$ cat config.mk
export PLATFORM = sky130hd
export DESIGN_NAME = pwm_peripheral
export DESIGN_NICKNAME = d
export VERILOG_FILES = /design/src/rtl/pwm_peripheral_pkg.sv /design/src/rtl/pwm_prescaler.sv /design/src/rtl/pwm_peripheral.sv
export SDC_FILE = /design/constraint.sdc
export NUM_CORES = 1
export LEC_CHECK = 0
export CAP_MARGIN = 20
export CORE_MARGIN = 4
export CORE_UTILIZATION = 30
export CTS_CLUSTER_SIZE = 28
export DETAILED_ROUTE_END_ITERATION = 10
export GPL_TIMING_DRIVEN = 0
export SYNTH_ARGS = -nofsm -noshare
export SYNTH_HDL_FRONTEND = slang
export SYNTH_HIERARCHICAL = 1
export SYNTH_SLANG_ARGS = --single-unit
$ cat constraint.sdc
create_clock -name clk -period 2.73 [get_ports clk]
set_input_delay 0.6825 -clock clk [delete_from_list [all_inputs] [get_ports clk]]
set_output_delay 0.6825 -clock clk [all_outputs]
set_load 0.05 [all_outputs]
$ cat src/rtl/pwm_peripheral_pkg.sv
// Shared constants and the duty compare used by the PWM peripheral.
package pwm_peripheral_pkg;

  localparam logic [7:0]  PWM_CNT_MAX      = 8'd254;
  localparam logic [7:0]  DUTY_FULL        = 8'hFF;
  localparam int unsigned PRESCALE_DEFAULT = 16;

  // Full-scale duty is forced high so the output never drops at the 254->0 wrap.
  function automatic logic pwm_compare(input logic [7:0] cnt, input logic [7:0] duty);
    return (duty == DUTY_FULL) || (cnt < duty);
  endfunction

endpackage

$ cat src/rtl/pwm_prescaler.sv
// Divides clk into a one-cycle tick every PRESCALE cycles.
module pwm_prescaler
  import pwm_peripheral_pkg::*;
#(
  parameter int unsigned PRESCALE = PRESCALE_DEFAULT
) (
  input  logic clk,
  input  logic rst_n,
  output logic tick
);

  localparam logic [15:0] PreLast = 16'(PRESCALE - 1);

  logic [15:0] pre_cnt_q, pre_cnt_d;

  assign tick = (pre_cnt_q == PreLast);

  always_comb begin
    pre_cnt_d = pre_cnt_q + 16'd1;
    if (tick) begin
      pre_cnt_d = '0;
    end
  end

  always_ff @(posedge clk or negedge rst_n) begin
    if (!rst_n) begin
      pre_cnt_q <= '0;
    end else begin
      pre_cnt_q <= pre_cnt_d;
    end
  end

endmodule

$ cat src/rtl/pwm_peripheral.sv
// 16-channel PWM block: free-running 255-tick period, shadowed shared duty,
// per-channel enable / static-high / PWM selection with registered outputs.
module pwm_peripheral
  import pwm_peripheral_pkg::*;
#(
  parameter int unsigned PRESCALE = PRESCALE_DEFAULT
) (
  input  logic        clk,
  input  logic        rst_n,
  input  logic [15:0] en_out,
  input  logic [15:0] en_pwm_mode,
  input  logic [7:0]  pwm_duty_cycle,
  output logic [15:0] pwm_out
);

  logic        tick;
  logic        wrap;
  logic        pwm_level;
  logic [7:0]  pwm_cnt_q, pwm_cnt_d;
  logic [7:0]  duty_q, duty_d;
  logic [15:0] pwm_out_q, pwm_out_d;

  pwm_prescaler #(
    .PRESCALE (PRESCALE)
  ) u_prescaler (
    .clk   (clk),
    .rst_n (rst_n),
    .tick  (tick)
  );

  assign wrap      = tick && (pwm_cnt_q == PWM_CNT_MAX);
  assign pwm_level = pwm_compare(pwm_cnt_q, duty_q);

  always_comb begin
    pwm_cnt_d = pwm_cnt_q;
    duty_d    = duty_q;
    if (wrap) begin
      pwm_cnt_d = '0;
      // Duty is only sampled at the period boundary so a period is never torn.
      duty_d    = pwm_duty_cycle;
    end else if (tick) begin
      pwm_cnt_d = pwm_cnt_q + 8'd1;
    end
  end

  always_comb begin
    pwm_out_d = en_out & (~en_pwm_mode | {16{pwm_level}});
  end

  always_ff @(posedge clk or negedge rst_n) begin
    if (!rst_n) begin
      pwm_cnt_q <= '0;
      duty_q    <= '0;
      pwm_out_q <= '0;
    end else begin
      pwm_cnt_q <= pwm_cnt_d;
      duty_q    <= duty_d;
      pwm_out_q <= pwm_out_d;
    end
  end

  assign pwm_out = pwm_out_q;

endmodule

==> results of run 1 <==
==> cell usage after synthesis, types with 2 or more instances <==
library cell | instances | area [um2]
nor3_1 | 4 | 20.02
mux2_2 | 2 | 22.52
nand2_1 | 13 | 48.80
nor4_2 | 4 | 50.05
xor2_1 | 14 | 122.6
a21oi_1 | 3 | 15.01
ha_1 | 10 | 125.1
a21boi_2 | 10 | 112.6
o21ai_0 | 10 | 50.05
nor4_1 | 3 | 18.77
or3_1 | 2 | 12.51
nand4_1 | 8 | 50.05
buf_2 | 2 | 10.01
inv_1 | 12 | 45.04
xnor2_1 | 2 | 17.52
dfrtp_1 | 48 | 1201
a21boi_0 | 6 | 45.04
nand3_1 | 5 | 25.02
a21o_1 | 3 | 22.52
nor2_1 | 12 | 45.04
==> critical path: stages, from the launching register on <==
cell and delay, ns:
dfrtp_1 0.40, ha_1 0.21, nand3_2 0.20, and4b_1 0.38, buf_2 0.20, nand4_1 0.18, nor2_1 0.17, buf_2 0.25
mux2_2 0.35
==> registers in the layout, summed over array words and instances, names as in the netlist <==
signal and count:
pwm_cnt_q 8, duty_q 8, u_prescaler/pre_cnt_q 16, pwm_out 16
==> final cells by class <==
| cell class | instances | share of cell area [%] |
|---|---|---|
| Sequential cell | 48 | 39.23 |
| Multi-Input combinational cell | 126 | 32.12 |
| Timing Repair Buffer | 58 | 19.13 |
| Tap cell | 99 | 4.046 |
| Clock buffer | 6 | 2.697 |
| Inverter | 12 | 1.471 |
| Buffer | 4 | 0.8173 |
| Clock inverter | 2 | 0.4904 |
==> cells by family (layout without fill, tap and decap cells) <==
group           Yosys count  in the layout
simple gates             58             58
flops                    48             48
compound gates           40             40
xor+xnor                 16             16
buf+inv                  16             82
fa+ha+maj                10             10
mux                       2              2
==> power groups by stage <==
stage	logic, mW	clock network [mW]	registers (mW)
finish	0.155	0.445	0.725
global route	0.165	0.485	0.727
CTS	0.159	0.460	0.725
detailed placement	0.158	0	0.739
global placement	0.155	0	0.739
floorplan	0.0106	0	0.784
==> metrics by stage <==
step	utilization (%)	area (um2)
global placement	40.44	2949
finish	41.99	3062
global route	41.99	3062
floorplan	-	2255
CTS	41.99	3062
detailed placement	40.65	2964
==> layer usage <==
metal  track usage (%)  vias up
li1                  -      804
met1             13.73      746
met2             16.03       50
met3             4.622        4
met4             2.885        0
met5                 0        -
==> path summary, 6_finish.rpt <==
kind                                                  end  slack (ns)
worst min-delay path                         pwm_cnt_q[6]        0.25
worst max register to register                  duty_q[0]        0.26
worst max-delay path                            duty_q[0]        0.26
max in group asynchronous       u_prescaler/pre_cnt_q[15]        2.00
min in group clk                u_prescaler/pre_cnt_q[15]        0.48
worst min register to register  u_prescaler/pre_cnt_q[15]        0.48
==> key figures, run 1 <==
Placement
  • Post-DP HPWL: between 3000 and 4000 um
  • Placed insts: roughly 350
  • Routability cong.: 0.7485
  • Port bufs: 57
  • Dpl ws: 0.2723 ns

STA
  • Final period util: 90.42%
  • Setup TNS: 0 ns
  • Headroom to the max-slew limit: 64.80%
  • Max-slew violation count: 0
  • Highest clock rate: 405.1 MHz
  • Final hold violations: 0
  • Final setup fails: 0
  • Tmin final: 2.468 ns
  • Worst Tran Pin Value: 0.5263 ns
  • Setup WS post-layout: around 0.26 ns
  • RSZ-0062 raised after global routing: no
  • Hold WS: 0.2482 ns
  • Fin Clk Skew: 0.008317 ns

Power and ir drop
  • IR drop worst, VDD: 0.2545 mV
  • Pwr dens: 432.7 mW/mm2
  • Combinational Power Share: 11.7%
  • Flop pwr share: around 55%
  • Total internal power: 1.008 mW
  • Total power: 1.325 mW
  • NetSw: approximately 0.32 mW
  • Clock power share: approximately a third
  • Switching part of the total: 23.88%
  • Leak Pwr: 1.361 nW

Routing
  • DRT antenna net count: 0
  • DRT Wirelength: ~4500 um
  • Detailed-router iteration count before antenna repair: 4
  • WL per Instance: 12.64 um
  • Via density: 4.518
  • DR top layer: met4
  • DR vias: 1604
  • Routed wl met2: 1989 um
  • Met3 Wirelength: 418 um
  • Wire length on met1: ~2000 um
  • DRC: 0
  • Detailed Route Iter0 Violations: 58

Hold path
  • Worst Hold Class: in2async

Global routing
  • Initial antenna violation count: 0
  • Largest net degree at the start of global routing: 39
  • Congestion Overflow GR: 0
  • First-pass GRT wire length: 7479 um
  • GRT Util Overall: 10.56%
  • Vias in the first global route: 1610

Cells and area
  • Multi-input logic area: about 1000 um2
  • Most frequent cells in the layout: clkdlybuf4s50_1 (56), dfrtp_1 (48), xor2_1 (14)
  • P&R area growth vs syn: 35.79%
  • Fin cells: 355
  • Filler cells: about 700
  • Ant diodes: 0
  • Reg area: 0.001201 mm2
  • Most common cell after layout, fill and taps aside: clkdlybuf4s50_1
  • Final Net Count: 307
  • Layout cells sized above 1: 13.67%

Worst setup path
  • Crit path DAT: approximately 2.7 ns
  • Reg-to-reg startpoint: u_prescaler/pre_cnt_q[0]
  • Critical Path RT: 2.92 ns
  • Setup Crit Path Kind: reg2reg
  • Critical Path Source: u_prescaler/pre_cnt_q[0]
  • R2R depth: 8
  • Startpoint Class: flip-flop
  • Crit end category: flip-flop
  • Worst-path fanout max: 10

Die
  • Die height: 94.69 um
  • Site Rows: 31
  • DIE AREA: between 0.008 and 0.009 mm2
  • Top-level port count: 58
  • Die width: ~95 um
  • CORE AREA: 0.007292 mm2
  • Initial core utilization: between 30% and 40%

Yosys
  • Syn Inst Count: 190
  • Top_reg_cell synth: dfrtp_1
  • Multiplexer share of the synthesized area: 0.9989%
  • Largest family of logic cells by synthesized area: simple AND/OR/NAND/NOR gates
  • Post-Synth Adder-Cell Area: 5.549%
  • Async SR Flop Fraction: 100.0%
  • Post-synth EDFFs: 0
  • Unique masters post-synth: 37
  • Syn_nets: 242
  • Synthesized area: 0.002255 mm2
  • XOR/XNOR Fraction of Synth Area: 6.215%
  • Simple-gate share of the synthesized area: between 10% and 20%
  • Yosys warnings: 6
  • Synth Area in Compound Gates: about 15%
  • Register bit total from synthesis: 48
  • Avg Cell Area, Syn: 11.87 um2
  • Register area share after synthesis: 53.27%

Run status
  • Outcome: finished clean

Clocking
  • Post-CTS Setup Bufs: 0
  • Worst-skew pair later-pin latency: 0.30 ns
  • H-tree depth: 2
  • Total CTS buffers: 5
  • CTS Hold Buffers Added: 0
  • CTS tree: done
  • Root buffer cell: clkbuf_8
  • Clock buffer depth: 2
  • Clock sink count: 48
  • CTS resizes: 0
  • Clock Pin Slew Worst Setup and Hold Paths: 0.09 ns

Flow run
  • Max-cap check violation count: 0
Power figures use the tool's default switching activity.
==> inputs of run 2 (changes only) <==
--- a/config.mk
+++ b/config.mk
@@ -8,6 +8,7 @@
 export CAP_MARGIN = 20
 export CORE_MARGIN = 4
 export CORE_UTILIZATION = 30
+export CTS_CLUSTER_DIAMETER = 150
 export CTS_CLUSTER_SIZE = 28
 export DETAILED_ROUTE_END_ITERATION = 10
 export GPL_TIMING_DRIVEN = 0
==> results of run 2 <==
The final DEF is identical to that of run 1; final timing and power are the same.
==> inputs of run 3 (changes only) <==
--- a/config.mk
+++ b/config.mk
@@ -5,13 +5,15 @@
 export SDC_FILE = /design/constraint.sdc
 export NUM_CORES = 1
 export LEC_CHECK = 0
+export ABC_AREA = 1
 export CAP_MARGIN = 20
 export CORE_MARGIN = 4
-export CORE_UTILIZATION = 30
+export CORE_UTILIZATION = 50
 export CTS_CLUSTER_DIAMETER = 150
 export CTS_CLUSTER_SIZE = 28
 export DETAILED_ROUTE_END_ITERATION = 10
 export GPL_TIMING_DRIVEN = 0
+export PLACE_DENSITY = 0.8
 export SYNTH_ARGS = -nofsm -noshare
 export SYNTH_HDL_FRONTEND = slang
 export SYNTH_HIERARCHICAL = 1
==> key figures, run 3 <==
Worst setup path
  • Worst reg2reg endpoint: duty_q[2]
  • Crit end category: flip-flop
  • Setup Crit Path Kind: reg2reg
  • Reg-to-reg startpoint: u_prescaler/pre_cnt_q[0]
  • Critical Path RT: 2.92 ns (about the same)
  • Startpoint Class: flip-flop
  • Worst-path fanout max: 10 (unchanged)
  • Crit path DAT: 2.53 ns (-0.13 ns)
  • Worst path slowest cell: dfrtp_1
  • R2R Setup Slk: 0.38 ns (+0.12 ns)
  • Crit-path max cell delay: 0.43 ns (+0.03 ns)
  • CP cell instances: ha_1, nand3_2, nor2_1, and2_1, inv_2, nor3_2, nand2_1, buf_6, mux2_4
  • CP top delay family: simple AND/OR/NAND/NOR gates
  • R2R depth: 9 (+1)
  • Bufs and invs on worst path: 2 (unchanged)

Yosys
  • Register bit total from synthesis: 48 (unchanged)
  • Syn Inst Count: 287 (+51%)
  • Yosys warnings: 6 (unchanged)
  • Async SR Flop Fraction: 100.0% (unchanged)
  • Most common cell in the netlist: nand2_1
  • Top cells by area, synth: dfrtp_1 (48%), nand2_1 (9.7%), inv_1 (7.7%), nand3_1 (5.2%), ha_1 (5.0%)
  • Post-synth EDFFs: 0 (unchanged)
  • Synthesized area: 0.002486 mm2 (+10%)
  • Top_reg_cell synth: dfrtp_1
  • Post-synth top cells: nand2_1 (64), inv_1 (51), dfrtp_1 (48)
  • Top-area cell type share of the netlist area: 48.31% (-5.0 points)
  • Avg Cell Area, Syn: 8.662 um2 (-27%)
  • Biggest area consumer among synthesized cells: dfrtp_1
  • Register area share after synthesis: 48.31% (-5.0 points)
  • Unique masters post-synth: 30 (-19%)
  • Syn_nets: 339 (+40%)

Clocking
  • CTS tree: done
  • CTS resizes: 0 (unchanged)
  • Clock Pin Slew Worst Setup and Hold Paths: 0.08 ns (about the same)
  • Total CTS buffers: 5 (unchanged)
  • Post-CTS Setup Bufs: 0 (unchanged)
  • Root buffer cell: clkbuf_8
  • Clock sink count: 48 (unchanged)
  • CTS Hold Buffers Added: 0 (unchanged)
  • H-tree depth: 2 (unchanged)
  • Clock buffer depth: 2 (unchanged)
  • Worst-skew pair later-pin latency: 0.30 ns (about the same)

STA
  • Hold WS: 0.3088 ns (+0.06057 ns)
  • Tmin final: 2.346 ns (-0.1220 ns)
  • Setup TNS: 0 ns (unchanged)
  • Setup WS post-layout: 0.3835 ns (+0.1220 ns)
  • Final hold violations: 0 (unchanged)
  • Worst Tran Pin Value: 0.5251 ns (-0.001183 ns)
  • Final setup fails: 0 (unchanged)
  • Highest clock rate: 426.2 MHz (+5.2%)
  • Fin Clk Skew: 0.004444 ns (-0.003873 ns)
  • Final period util: 85.95% (-4.5 points)
  • Max-slew violation count: 0 (unchanged)
  • RSZ-0062 raised after global routing: no
  • Headroom to the max-slew limit: 64.88% (+0.079 points)

Die
  • CORE AREA: 0.004755 mm2 (-35%)
  • Die width: 78.52 um (-17%)
  • Top-level port count: 58 (unchanged)
  • Initial core utilization: 52.29% (+21 points)
  • Die height: 78.52 um (-17%)
  • Site Rows: 25 (-19%)
  • DIE AREA: 0.006165 mm2 (-31%)

Global routing
  • Initial antenna violation count: 0 (unchanged)
  • GRT Util Overall: 18.72% (+8.2 points)
  • Largest net degree at the start of global routing: 33 (-15%)
  • Congestion Overflow GR: 0 (unchanged)
  • Vias in the first global route: 2141 (+33%)
  • First-pass GRT wire length: 9128 um (+22%)

Power and ir drop
  • Pwr dens: 407.4 mW/mm2 (-5.8%)
  • Leak Pwr: 1.628 nW (+20%)
  • IR drop worst, VDD: 0.3546 mV (+39%)

Routing
  • DRT Wirelength: 5125 um (+14%)
  • DR vias: 2034 (+27%)
  • Detailed Route Iter0 Violations: 117 (+100%)
  • WL per Instance: 12.23 um (-3.2%)
  • DRT antenna net count: 0 (unchanged)
  • DRC: 0 (unchanged)
  • Detailed-router iteration count before antenna repair: 4 (unchanged)
  • Via density: 4.854 (+7.4%)

Run status
  • Outcome: finished clean

Cells and area
  • Ant diodes: 0 (unchanged)
  • Layout cells sized above 1: 10.51% (-3.2 points)
  • Most common cell after layout, fill and taps aside: nand2_1
  • Most frequent cells in the layout: nand2_1 (64), clkdlybuf4s50_1 (56), inv_1 (51)
  • P&R area growth vs syn: 30.20%
  • Final Cell Area: 0.003237 mm2 (+5.7%)
  • Final Net Count: 404 (+32%)

Hold path
  • Worst Hold Class: in2async

Placement
  • Post-place instance area: 0.003156 mm2 (+6.5%)
  • Routability cong.: 0.8669 (+16%)
  • Port bufs: 57 (unchanged)
  • Dpl ws: 0.4393 ns (+0.1670 ns)
  • Post-DP HPWL: 4091 um (+19%)

Flow run
  • Max-cap check violation count: 0 (unchanged)
run 3: cells by family (layout without fill, tap and decap cells):
logic type,Yosys count,in the layout,synth area share (%)
XOR/XNOR,8,8,2.818
AO/OA/AOI/OAI,14,14,3.019
multiplexers,8,8,4.680
flip-flops,48,48,48.31
buffers and inverters,56,121,9.059
AND/OR/NAND/NOR,143,143,27.08
adder cells (fa/ha/maj),10,10,5.033
run 3: layout make-up:
cell class                 instances  area [um2]
multi-input combinational        183        1060
clock inverter                     2       12.51
timing repair buffer              58       585.6
tap                               67       83.83
fill                             391        1518
inverter                          53       198.9
sequential                        48        1201
clock buffer                       5       68.82
buffer                             3       26.28
run 3: worst register-to-register path: stages (launching register included):
cell	delay, ns
dfrtp_1	0.43
ha_1	0.22
nand3_2	0.15
nor2_1	0.29
and2_1	0.30
inv_2	0.09
nor3_2	0.17
nand2_1	0.11
buf_6	0.17
mux2_4	0.30
run 3: per-stage QoR:
stage,power [mW],std cells,utilization [%]
2_1_floorplan,0.8228,287,-
3_3_place_gp,0.9246,411,66.05
3_5_place_dp,0.9324,412,66.37
4_1_cts,1.338,419,68.08
5_1_grt,1.387,419,68.08
6_report,1.319,419,68.08
run 3: worst max path at each step:
| stage | startpoint | end | slack [ns] | cells past startpoint |
|---|---|---|---|---|
| 2_1_floorplan | u_prescaler/pre_cnt_q[0] | duty_q[0] | 0.75 | 9 |
| 3_3_place_gp | rst_n | pwm_out[8] | -0.41 | 1 |
| 3_5_place_dp | u_prescaler/pre_cnt_q[0] | duty_q[2] | 0.44 | 9 |
| 4_1_cts | u_prescaler/pre_cnt_q[0] | duty_q[2] | 0.41 | 9 |
| 5_1_grt | u_prescaler/pre_cnt_q[0] | duty_q[2] | 0.26 | 9 |
| 6_report | u_prescaler/pre_cnt_q[0] | duty_q[2] | 0.38 | 9 |
run 3: layer usage:
metal / vias up / global-route usage (%) / part of all wire [%]
li1: 1026 / - / -
met3: 9 / 6.422 / 7.7
met5: - / 0 / 0
met4: 0 / 7.517 / 2.0
met2: 66 / 32.68 / 49
met1: 933 / 20.74 / 42
run 3: power by group:
part           total (mW)  switching [mW]  internal, mW
clock network       0.403           0.230         0.174
registers           0.735         0.00663         0.728
logic               0.180          0.0902        0.0901
